===== config.mk =====
export PLATFORM = sky130hd
export DESIGN_NAME = encoder_8to3
export DESIGN_NICKNAME = d
export VERILOG_FILES = /design/src/rtl/encoder_8to3.sv
export SDC_FILE = /design/constraint.sdc
export NUM_CORES = 1
export LEC_CHECK = 0
export ABC_CLOCK_PERIOD_IN_PS = 10050
export BUFFER_PORTS_ARGS = -buffer_cell sky130_fd_sc_hd__buf_4
export CORE_UTILIZATION = 35
export CTS_BUF_LIST = sky130_fd_sc_hd__clkbuf_8
export DETAILED_ROUTE_END_ITERATION = 7
export GPL_TIMING_DRIVEN = 0
export PLACE_DENSITY = 0.59
export REMOVE_ABC_BUFFERS = 1
export SYNTH_ARGS = -nofsm -noshare
export SYNTH_HDL_FRONTEND = slang
export SYNTH_SLANG_ARGS = --single-unit
export TNS_END_PERCENT = 1

===== constraint.sdc =====
create_clock -name clk -period 10.05 [get_ports clk]
set_clock_uncertainty 0.2 [all_clocks]
set_input_delay 1.5075 -clock clk [delete_from_list [all_inputs] [get_ports clk]]
set_output_delay 1.5075 -clock clk [all_outputs]
set_load 0.05 [all_outputs]

===== src/rtl/encoder_8to3.sv =====
// Registered 8-to-3 request encoder with valid/ack handshake and optional ack timeout.
// Define ROUND_ROBIN_EN for rotating priority; otherwise the highest pending index wins.
module encoder_8to3 #(
    parameter int unsigned ACK_TIMEOUT = 0
) (
    input  logic clk,
    input  logic rst,
    input  logic en,
    input  logic d0,
    input  logic d1,
    input  logic d2,
    input  logic d3,
    input  logic d4,
    input  logic d5,
    input  logic d6,
    input  logic d7,
    input  logic ack,
    output logic A,
    output logic B,
    output logic C,
    output logic valid,
    output logic multi,
    output logic to_err
);

    localparam int unsigned N  = 8;
    localparam int unsigned IW = 3;
    localparam int unsigned CW = 8;

    typedef enum logic {
        IDLE = 1'b0,
        HOLD = 1'b1
    } state_t;

    state_t          state;
    logic [N-1:0]    pend;
    logic [N-1:0]    pend_nxt;
    logic [N-1:0]    d_vec;
    logic [IW-1:0]   grant;
    logic [IW-1:0]   sel_c;
    logic [CW-1:0]   cnt;
    logic            multi_c;
    logic            timeout_c;

    assign d_vec   = {d7, d6, d5, d4, d3, d2, d1, d0};
    assign {C, B, A} = grant;
    assign multi_c = ($countones(pend) > 1);

    // Counter sits at ACK_TIMEOUT-1 during the last permitted HOLD cycle.
    assign timeout_c = (ACK_TIMEOUT != 0) && (cnt == CW'(ACK_TIMEOUT - 1));

`ifdef ROUND_ROBIN_EN
    logic [IW-1:0] ptr;

    // Walk from ptr+8 down to ptr+1 so the nearest index above ptr is assigned last.
    always_comb begin
        logic [IW-1:0] idx;
        sel_c = '0;
        idx   = '0;
        for (int i = 8; i > 0; i--) begin
            idx = ptr + IW'(i);
            if (pend[idx]) begin
                sel_c = idx;
            end
        end
    end
`else
    // Fixed priority: the highest set index is the last one assigned.
    always_comb begin
        sel_c = '0;
        for (int i = 0; i < 8; i++) begin
            if (pend[i]) begin
                sel_c = IW'(i);
            end
        end
    end
`endif

    // A same-cycle capture overrides the clear of the serviced bit.
    always_comb begin
        pend_nxt = pend;
        if (state == HOLD && ack) begin
            pend_nxt[grant] = 1'b0;
        end
        if (en) begin
            pend_nxt = pend_nxt | d_vec;
        end
    end

    always_ff @(posedge clk) begin
        if (rst) begin
            state  <= IDLE;
            pend   <= '0;
            grant  <= '0;
            valid  <= 1'b0;
            multi  <= 1'b0;
            to_err <= 1'b0;
            cnt    <= '0;
`ifdef ROUND_ROBIN_EN
            ptr    <= IW'(7);
`endif
        end else begin
            pend <= pend_nxt;
            case (state)
                IDLE: begin
                    if (pend != '0) begin
                        grant <= sel_c;
                        multi <= multi_c;
                        valid <= 1'b1;
                        cnt   <= '0;
                        state <= HOLD;
                    end
                end
                HOLD: begin
                    if (ack) begin
                        valid <= 1'b0;
                        state <= IDLE;
`ifdef ROUND_ROBIN_EN
                        ptr   <= grant;
`endif
                    end else if (timeout_c) begin
                        valid  <= 1'b0;
                        to_err <= 1'b1;
                        state  <= IDLE;
                    end else begin
                        cnt <= cnt + CW'(1);
                    end
                end
                default: state <= IDLE;
            endcase
        end
    end

endmodule


==> results of run 1 <==
routing by layer:
metal / share of wire [%] / GRT usage (%)
met4: 0 / 1.429
met1: 49 / 16.73
met2: 46 / 23.87
met5: 0 / 0
met3: 5.2 / 5.556
kinds of logic (layout without fill, tap and decap cells):
family                     count (synthesis)  after routing
AOI/OAI and AO/OA                         29             29
adders and majority gates                  8              8
buffers and inverters                     16             33
DFF                                       14             14
other                                      1              1
and+or+nand+nor                           27             27
power breakdown:
group	switching (mW)	internal, mW
clock	0.0197	0.0347
sequential	0.00768	0.0615
combinational	0.0310	0.0209
registers in the layout (all words and copies together), names as in the netlist:
name   flops
pend       8
valid      1
grant      3
state      1
multi      1
worst min-delay path by stage:
stage / endpoint / cells after the start / slack [ns] / start
final: valid / 2 / 0.30 / valid
after global routing: pend[1] / 2 / 0.34 / pend[1]
after CTS: valid / 2 / 0.31 / valid
after detailed placement: valid / 2 / 0.30 / valid
after global placement: valid / 2 / 0.28 / valid
after floorplan: pend[1] / 2 / 0.28 / pend[1]
cell type report:
cell class                 count  area, um2  share of cell area, %
tap                           27      33.78                  3.383
clock buffer                   4      55.05                  5.514
sequential                    14      280.3                  28.07
timing repair buffer          16      120.1                  12.03
multi-input combinational     65      460.4                  46.12
inverter                      13      48.80                  4.887
worst max-delay path, stage by stage, from the launching register on:
cell       delay [ns]
dfxtp_1          0.34
fa_1             0.53
inv_1            0.04
fa_1             0.50
fa_1             0.42
inv_1            0.07
ha_1             0.15
inv_1            0.05
fa_1             0.37
a2111oi_0        0.38
a21o_1           0.15
a311oi_2         0.09
layout by cell type (no fill, tap or decap), types with 4 or more instances in the layout:
| master | netlist | layout |
|---|---|---|
| nor2_1 | 8 | 8 |
| nand2_1 | 10 | 10 |
| buf_4 | 1 | 16 |
| clkbuf_8 | 0 | 4 |
| a21oi_1 | 12 | 12 |
| inv_1 | 13 | 13 |
| o21ai_0 | 4 | 4 |
| dfxtp_1 | 14 | 14 |
| ha_1 | 4 | 4 |
| fa_1 | 4 | 4 |
per-stage QoR:
step	util, %	power [mW]	instances
3_5_place_dp	45.75	0.1227	135
5_1_grt	48.42	0.1876	139
3_3_place_gp	45.75	0.1214	135
4_1_cts	48.42	0.1776	139
2_1_floorplan	-	0.1067	92
6_report	48.42	0.1754	139
==> flow_summary.toml, run 1 <==
[run_status]
outcome = "finished, final reports clean"

[synthesis]
synth_compound_area_share_pct = 23.95
synth_commonest_cells = "14 x dfxtp_1, 13 x inv_1, 12 x a21oi_1"
synth_seq_cells = 14
synth_top_family_by_area = "compound AO/OA/AOI/OAI gates"
synth.distinct_cells = 25
syn_area_per_cell_um2 = 8.469
synthAdderAreaFrac_pct = 16.17
synth_top_cell_by_area = "dfxtp_1"
synth_xor_area_share_pct = 0
synth_mux_area_share_pct = 0
yosysWarnings = 0
synth_edf_count = 0
synth_cells = 95
synth-async-reset-ratio_pct = 0
yosysMostFrequentCell = "dfxtp_1"
netlist_area_um2 = 804.5
synth.area.top_cells = "dfxtp_1 35%, fa_1 10%, a21oi_1 7.5%, ha_1 6.2%, inv_1 6.1%"
synthFlopType = "dfxtp_1"
synth_top_area_share_pct = 34.84
ys_seq_area_share_pct = 34.84
synthSimpleGateAreaFrac_pct = 16.64

[cts]
cts_max_level = 1
cts_inserted_buffers = 3
clockBufferDepth = 2
postCtsSetupBuffers = 0
cts_root_buf = "clkbuf_8"
cts_resized = 0
clk_pin_slew_ns = 0.06
cts.sinks = 14
hold_buffers = 0
cts_tree = "built"
clock_latency_ns = 0.24

[floorplanning]
die_w_um = 49.95
start_util_pct = 39.02
die_area_mm2 = 0.002495
placementRows = 16
die_y_um = 49.95
pin_count = 18
core_area_mm2 = 0.002062

[sta]
max_freq_mhz = 292.8
setup_violations = 0
finalHoldViolCount = 0
tns_ns = 0
fin_hold_ws_ns = 0.3036
setup_ws_ns = 6.635
final_max_slew_viol_count = 0
min_period_ns = 3.415
grt_setup_unrepaired = "no"
fin_crit_sh_pct = 33.98

[route]
firstDrtPassIters = 4
avgViaCountPerCell = 4.842
finalWirelength_mm = 1.523
wl_per_cell_um = 10.96
drc = 0
drt_iter0_markers = 16
vias = 673
detail-route-antenna-nets = 0

[critical_path]
r2r_cells = 11
path_max_fanout = 3
r2r_slack_ns = 6.63
worstSetupEndpointType = "register"
worst-setup-path-type = "reg -> reg"
required_ns = 9.97
reg2reg_from = "pend[0]"
r2r_end = "multi"
endpoint = "multi"
arrival_ns = 3.33
crit_start = "pend[0]"
start_kind = "register"

[global_route]
antenna_found_initial = 0
grt_pass1_vias = 617
grt_remaining_overflow = 0
grt_use_total_pct = 13.92
grt_max_degree = 15
grt_pass1_wl_mm = 2.622

[placement]
dpl_cell_area_um2 = 943.4
place_congestion = 0.7508
place_ws_ns = 6.623
hpwl_mm = 1.255
port_buffers = 16

[final_layout]
syn_to_final_growth_pct = 24.11
nNetsFinal = 133
finalInstanceArea_um2 = 998.5
fillCellCount = 205
drive_gt1_share_pct = 21.43
n_antenna_cell = 0

[pwr]
peakVddDrop_v = 0.0001289
p_leak_nw = 0.4275
p_per_area_mw_per_mm2 = 175.7

[flow_run]
drv_cap = 0

[hold_path]
worst_hold_path_type = "reg -> reg"
Note: power is estimated with default switching activity, not from simulation.
==> run 2: changes to the inputs <==
--- a/config.mk
+++ b/config.mk
@@ -5,7 +5,7 @@
 export SDC_FILE = /design/constraint.sdc
 export NUM_CORES = 1
 export LEC_CHECK = 0
-export ABC_CLOCK_PERIOD_IN_PS = 10050
+export ABC_CLOCK_PERIOD_IN_PS = 3350
 export BUFFER_PORTS_ARGS = -buffer_cell sky130_fd_sc_hd__buf_4
 export CORE_UTILIZATION = 35
 export CTS_BUF_LIST = sky130_fd_sc_hd__clkbuf_8
==> constraint.sdc (replaced) <==
create_clock -name clk -period 3.35 [get_ports clk]
set_clock_uncertainty 0.2 [all_clocks]
set_input_delay 0.5025 -clock clk [delete_from_list [all_inputs] [get_ports clk]]
set_output_delay 0.5025 -clock clk [all_outputs]
set_load 0.05 [all_outputs]
==> run 2 against run 1 <==
Net effect: register-to-register slack worse by 6.6 ns; fmax up 3.9%; die area unchanged; critical path depth unchanged; sequential share of layout area down 0.83 points; cell area up 3.5%; largest power group unchanged; combinational power rose to 3.3 times the previous value; worst setup slack worse by 6.6 ns; via count up 0.15%; hold slack worse by 0.032 ns; clock power rose to 3.0 times the previous value.
==> flow_summary.toml, run 2 (synthesis results as in run 1) <==
[sta]
grt_setup_unrepaired = "yes"
min_period_ns = 3.286
finalHoldViolCount = 0
fin_crit_sh_pct = 98.09
setup_violations = 0
max_freq_mhz = 304.3
tns_ns = 0
final_max_slew_viol_count = 0

[cts]
cts_root_buf = "clkbuf_8"
cts.sinks = 14
clockBufferDepth = 2
cts_inserted_buffers = 3
cts_tree = "built"
cts_max_level = 1
clock_latency_ns = 0.24
clk_pin_slew_ns = 0.06
postCtsSetupBuffers = 0

[final_layout]
mostFrequentLayoutCells = "16 x buf_4, 13 x dfxtp_1, 12 x inv_1, 12 x a21oi_1, 10 x nand2_1"
drive_gt1_share_pct = 25.89
multiInputGateArea_um2 = 494.2
finalInstanceArea_mm2 = 0.001033
syn_to_final_growth_pct = 28.46
layout.cells.most_common = "buf_4"
n_antenna_cell = 0
regMostFlops = "pend"
fillCellCount = 201
nNetsFinal = 133
largest_register_ffs = 8
seq_area_um2 = 281.5
top_regs = "pend x8, grant x3"

[pwr]
p_total_uw = 541.0
peakVddDrop_v = 0.0003869
p_per_area_mw_per_mm2 = 523.4
p_leak_nw = 0.4268

[critical_path]
arrival_ns = 3.20
worstSetupEndpointType = "register"
required_ns = 3.27
path_max_fanout = 3
start_kind = "register"
worst-setup-path-type = "reg -> reg"

[floorplanning]
core_area_mm2 = 0.002062
pin_count = 18
die_w_um = 49.95
start_util_pct = 39.02
placementRows = 16
die_area_mm2 = 0.002495
die_y_um = 49.95

[route]
finalWirelength_mm = 1.541
firstDrtPassIters = 4
drt_iter0_markers = 16
vias = 674
detail-route-antenna-nets = 0
drc = 0
avgViaCountPerCell = 4.849
wl_per_cell_um = 11.09

[flow_run]
drv_cap = 0

[global_route]
antenna_found_initial = 0
grt_pass1_vias = 615
grt_use_total_pct = 13.98
grt_max_degree = 15
grt_remaining_overflow = 0
grt_pass1_wl_mm = 2.635

[placement]
hpwl_mm = 1.255
dpl_cell_area_um2 = 943.4
port_buffers = 16
place_congestion = 0.7508

[run_status]
outcome = "finished, final reports clean"

[hold_path]
worst_hold_path_type = "in -> reg"
==> run 2: cell counts in the layout (fill, tap and decap cells not counted) <==
Identical to the previous run, type by type.
==> run 2: final timing paths <==
| check | from | end | slack (ns) | depth (start not counted) |
|---|---|---|---|---|
| hold / removal | ack | state | 0.27 | 2 |
| hold reg to reg | pend[0] | pend[0] | 0.30 | 2 |
| setup reg to reg | pend[0] | multi | 0.06 | 11 |
| setup / recovery | pend[0] | multi | 0.06 | 11 |
==> run 2: layout make-up <==
class                      instances  share of cell area [%]
clock buffer                       4                   5.327
multi-input combinational         65                   47.82
timing repair buffer              16                   11.62
tap                               27                   3.269
inverter                          13                   4.722
sequential                        14                   27.24
==> run 2: timing repair <==
item	CTS	global route
pin swaps	1	1
setup endpoints to repair	1	1
gates resized for setup	2	6
hold buffers	0	0
==> run 2: through the flow <==
| stage | utilization [%] | hold WS (ns) | std cells | worst slack [ns] |
|---|---|---|---|---|
| 2_1_floorplan | - | 0.2761 | 92 | 0.06916 |
| 3_3_place_gp | 45.75 | 0.2822 | 135 | -0.01542 |
| 3_5_place_dp | 45.75 | 0.2958 | 135 | -0.07664 |
| 4_1_cts | 48.73 | 0.2700 | 139 | 0.04503 |
| 5_1_grt | 50.12 | 0.2628 | 139 | -0.05498 |
| 6_report | 50.12 | 0.2711 | 139 | 0.06397 |
==> run 2: metal layers <==
| layer | part of all wire, % | GRT usage, % | wire [um] |
|---|---|---|---|
| met3 | 4.7 | 5.556 | 73 |
| met5 | 0 | 0 | 0 |
| met4 | 0 | 1.429 | 0 |
| met1 | 49 | 16.92 | 750 |
| met2 | 47 | 23.87 | 717 |
==> run 2: worst max-delay path, cell delays in order, from the launching register on <==
cell and delay (ns):
dfxtp_2 0.34, fa_1 0.52, inv_1 0.04, fa_1 0.50
fa_1 0.43, inv_2 0.08, ha_4 0.14, inv_1 0.05
fa_2 0.36, a2111oi_4 0.27, a21o_1 0.14, a311oi_2 0.09
==> run 2: power by group <==
part	internal [mW]	switching, mW	leakage [nW]
clock network	0.104	0.0591	0.0288
logic	0.0686	0.101	0.281
registers	0.185	0.0235	0.117
total	0.357	0.184	0.427
==> run 3: changes to the inputs <==
--- a/config.mk
+++ b/config.mk
@@ -7,6 +7,7 @@
 export LEC_CHECK = 0
 export ABC_CLOCK_PERIOD_IN_PS = 3350
 export BUFFER_PORTS_ARGS = -buffer_cell sky130_fd_sc_hd__buf_4
+export CORE_ASPECT_RATIO = 0.9
 export CORE_UTILIZATION = 35
 export CTS_BUF_LIST = sky130_fd_sc_hd__clkbuf_8
 export DETAILED_ROUTE_END_ITERATION = 7
==> run 3 against run 2 <==
Net effect: fmax grew 2.0%; worst setup slack gained 0.066 ns; non-clock buffer count is the same.
==> flow_summary.toml, run 3 (synthesis results as in run 1) <==
[route]
drt_iter0_markers = 8
detail-route-antenna-nets = 0
wl_per_cell_um = 11.46
avgViaCountPerCell = 4.790
drc = 0
firstDrtPassIters = 4
finalWirelength_mm = 1.581
vias = 661

[floorplanning]
die_y_um = 47.49
placementRows = 16
start_util_pct = 36.87
die_w_um = 52.54
pin_count = 18
core_area_mm2 = 0.002182
die_area_mm2 = 0.002495

[final_layout]
syn_to_final_growth_pct = 26.75
nNetsFinal = 133
top_regs = "pend x8, grant x3"
drive_gt1_share_pct = 25.23
regMostFlops = "pend"
layout.cells.non_filler = 138
n_antenna_cell = 0
layout.cells.most_common = "buf_4"
largest_register_ffs = 8
mostFrequentLayoutCells = "16 x buf_4, 13 x dfxtp_1, 12 x inv_1, 12 x a21oi_1, 10 x nand2_1"

[placement]
hpwl_mm = 1.198
dp.cells = 135
place_congestion = 0.8015
port_buffers = 16

[sta]
tns_ns = 0
max_freq_mhz = 310.5
setup_violations = 0
finalHoldViolCount = 0
final_max_slew_viol_count = 0
fin_crit_sh_pct = 96.13
min_period_ns = 3.220

[critical_path]
worst-setup-path-type = "reg -> reg"
r2r_cells = 11
arrival_ns = 3.14
required_ns = 3.27
cp_num_buf_inv = 3
start_kind = "register"
path_max_fanout = 3
critPathSlowestCell = "fa_1"
crit_top_cell = "fa_1"
cp.depth = 11
cp_cell_sequence = "fa_1, inv_1, fa_1, fa_1, inv_2, ha_4, inv_1, fa_2, a2111oi_4, a21o_1, a311oi_2"
worstSetupEndpointType = "register"
critical-path-max-stage-delay_ns = 0.53
critPathTopFamily = "adder cells"

[cts]
cts_inserted_buffers = 3
clk_pin_slew_ns = 0.05
clockBufferDepth = 2
cts.sinks = 14
cts_root_buf = "clkbuf_8"
cts_tree = "built"
clock_latency_ns = 0.25
cts_max_level = 1

[hold_path]
worst_hold_path_type = "in -> reg"
min_path_cells = 2

[global_route]
grt_remaining_overflow = 0
grt_pass1_wl_mm = 2.725
met1_usage_pct = 21.60
busiest_layer = "met2"
antenna_found_initial = 0
grt_pass1_vias = 626
use_met2_pct = 22.28
grt_max_degree = 15
use_met3_pct = 6.667
grt_use_total_pct = 16.28

[flow_run]
drv_cap = 0

[pwr]
p_per_area_mw_per_mm2 = 505.2
p_leak_nw = 0.4195
peakVddDrop_v = 0.0002282
p_total_uw = 515.2

[run_status]
outcome = "finished, final reports clean"
## run 3: worst reg2reg max path, stage by stage (launching register included)
cell and delay (ns):
dfxtp_2 0.33, fa_1 0.53, inv_1 0.05, fa_1 0.50, fa_1 0.43, inv_2 0.08, ha_4 0.14, inv_1 0.05
fa_2 0.37, a2111oi_4 0.20, a21o_1 0.14, a311oi_2 0.09
## run 3: layout make-up
type,count,area [um2]
Inverter,13,48.80
Fill cell,213,1162
Tap cell,27,33.78
Multi-Input combinational cell,65,494.2
Clock buffer,3,41.29
Timing Repair Buffer,16,120.1
Sequential cell,14,281.5
## run 3: worst paths after layout
| check | endpoint | start | slack [ns] |
|---|---|---|---|
| worst max-delay path | multi | pend[0] | 0.13 |
| worst max register to register | multi | pend[0] | 0.13 |
| worst min register to register | valid | valid | 0.30 |
| worst min-delay path | state | ack | 0.26 |
## run 3: metrics by stage
stage          cell area [um2]  util [%]  setup slack, ns  hold WS [ns]
5_1_grt                   1020     46.73         -0.02620        0.2587
6_report                  1020     46.73           0.1296        0.2582
3_5_place_dp             943.4     43.23         -0.05182        0.2898
2_1_floorplan            789.5         -          0.06916        0.2761
4_1_cts                  997.2     45.70           0.1162        0.2518
3_3_place_gp             943.4     43.23         -0.01466        0.2759
## run 3: what timing repair did
item,CTS,global route
hold buffers,0,0
buffers inserted,0,0
gates resized for setup,5,3
pin swaps,1,0
setup endpoints to repair,1,1
## run 3: per-layer routing
layer  routed length [um]  part of all wire, %  vias to the layer above
li1                     -                    -                      349
met1                  799                   51                      288
met2                  665                   42                       19
met3                   81                  5.1                        5
met4                   34                  2.2                        0
met5                    0                    0                        -
## run 3: power by group
part / total (mW) / internal, mW / switching (mW)
sequential: 0.208 / 0.185 / 0.0235
combinational: 0.170 / 0.0688 / 0.102
clock: 0.137 / 0.0796 / 0.0571
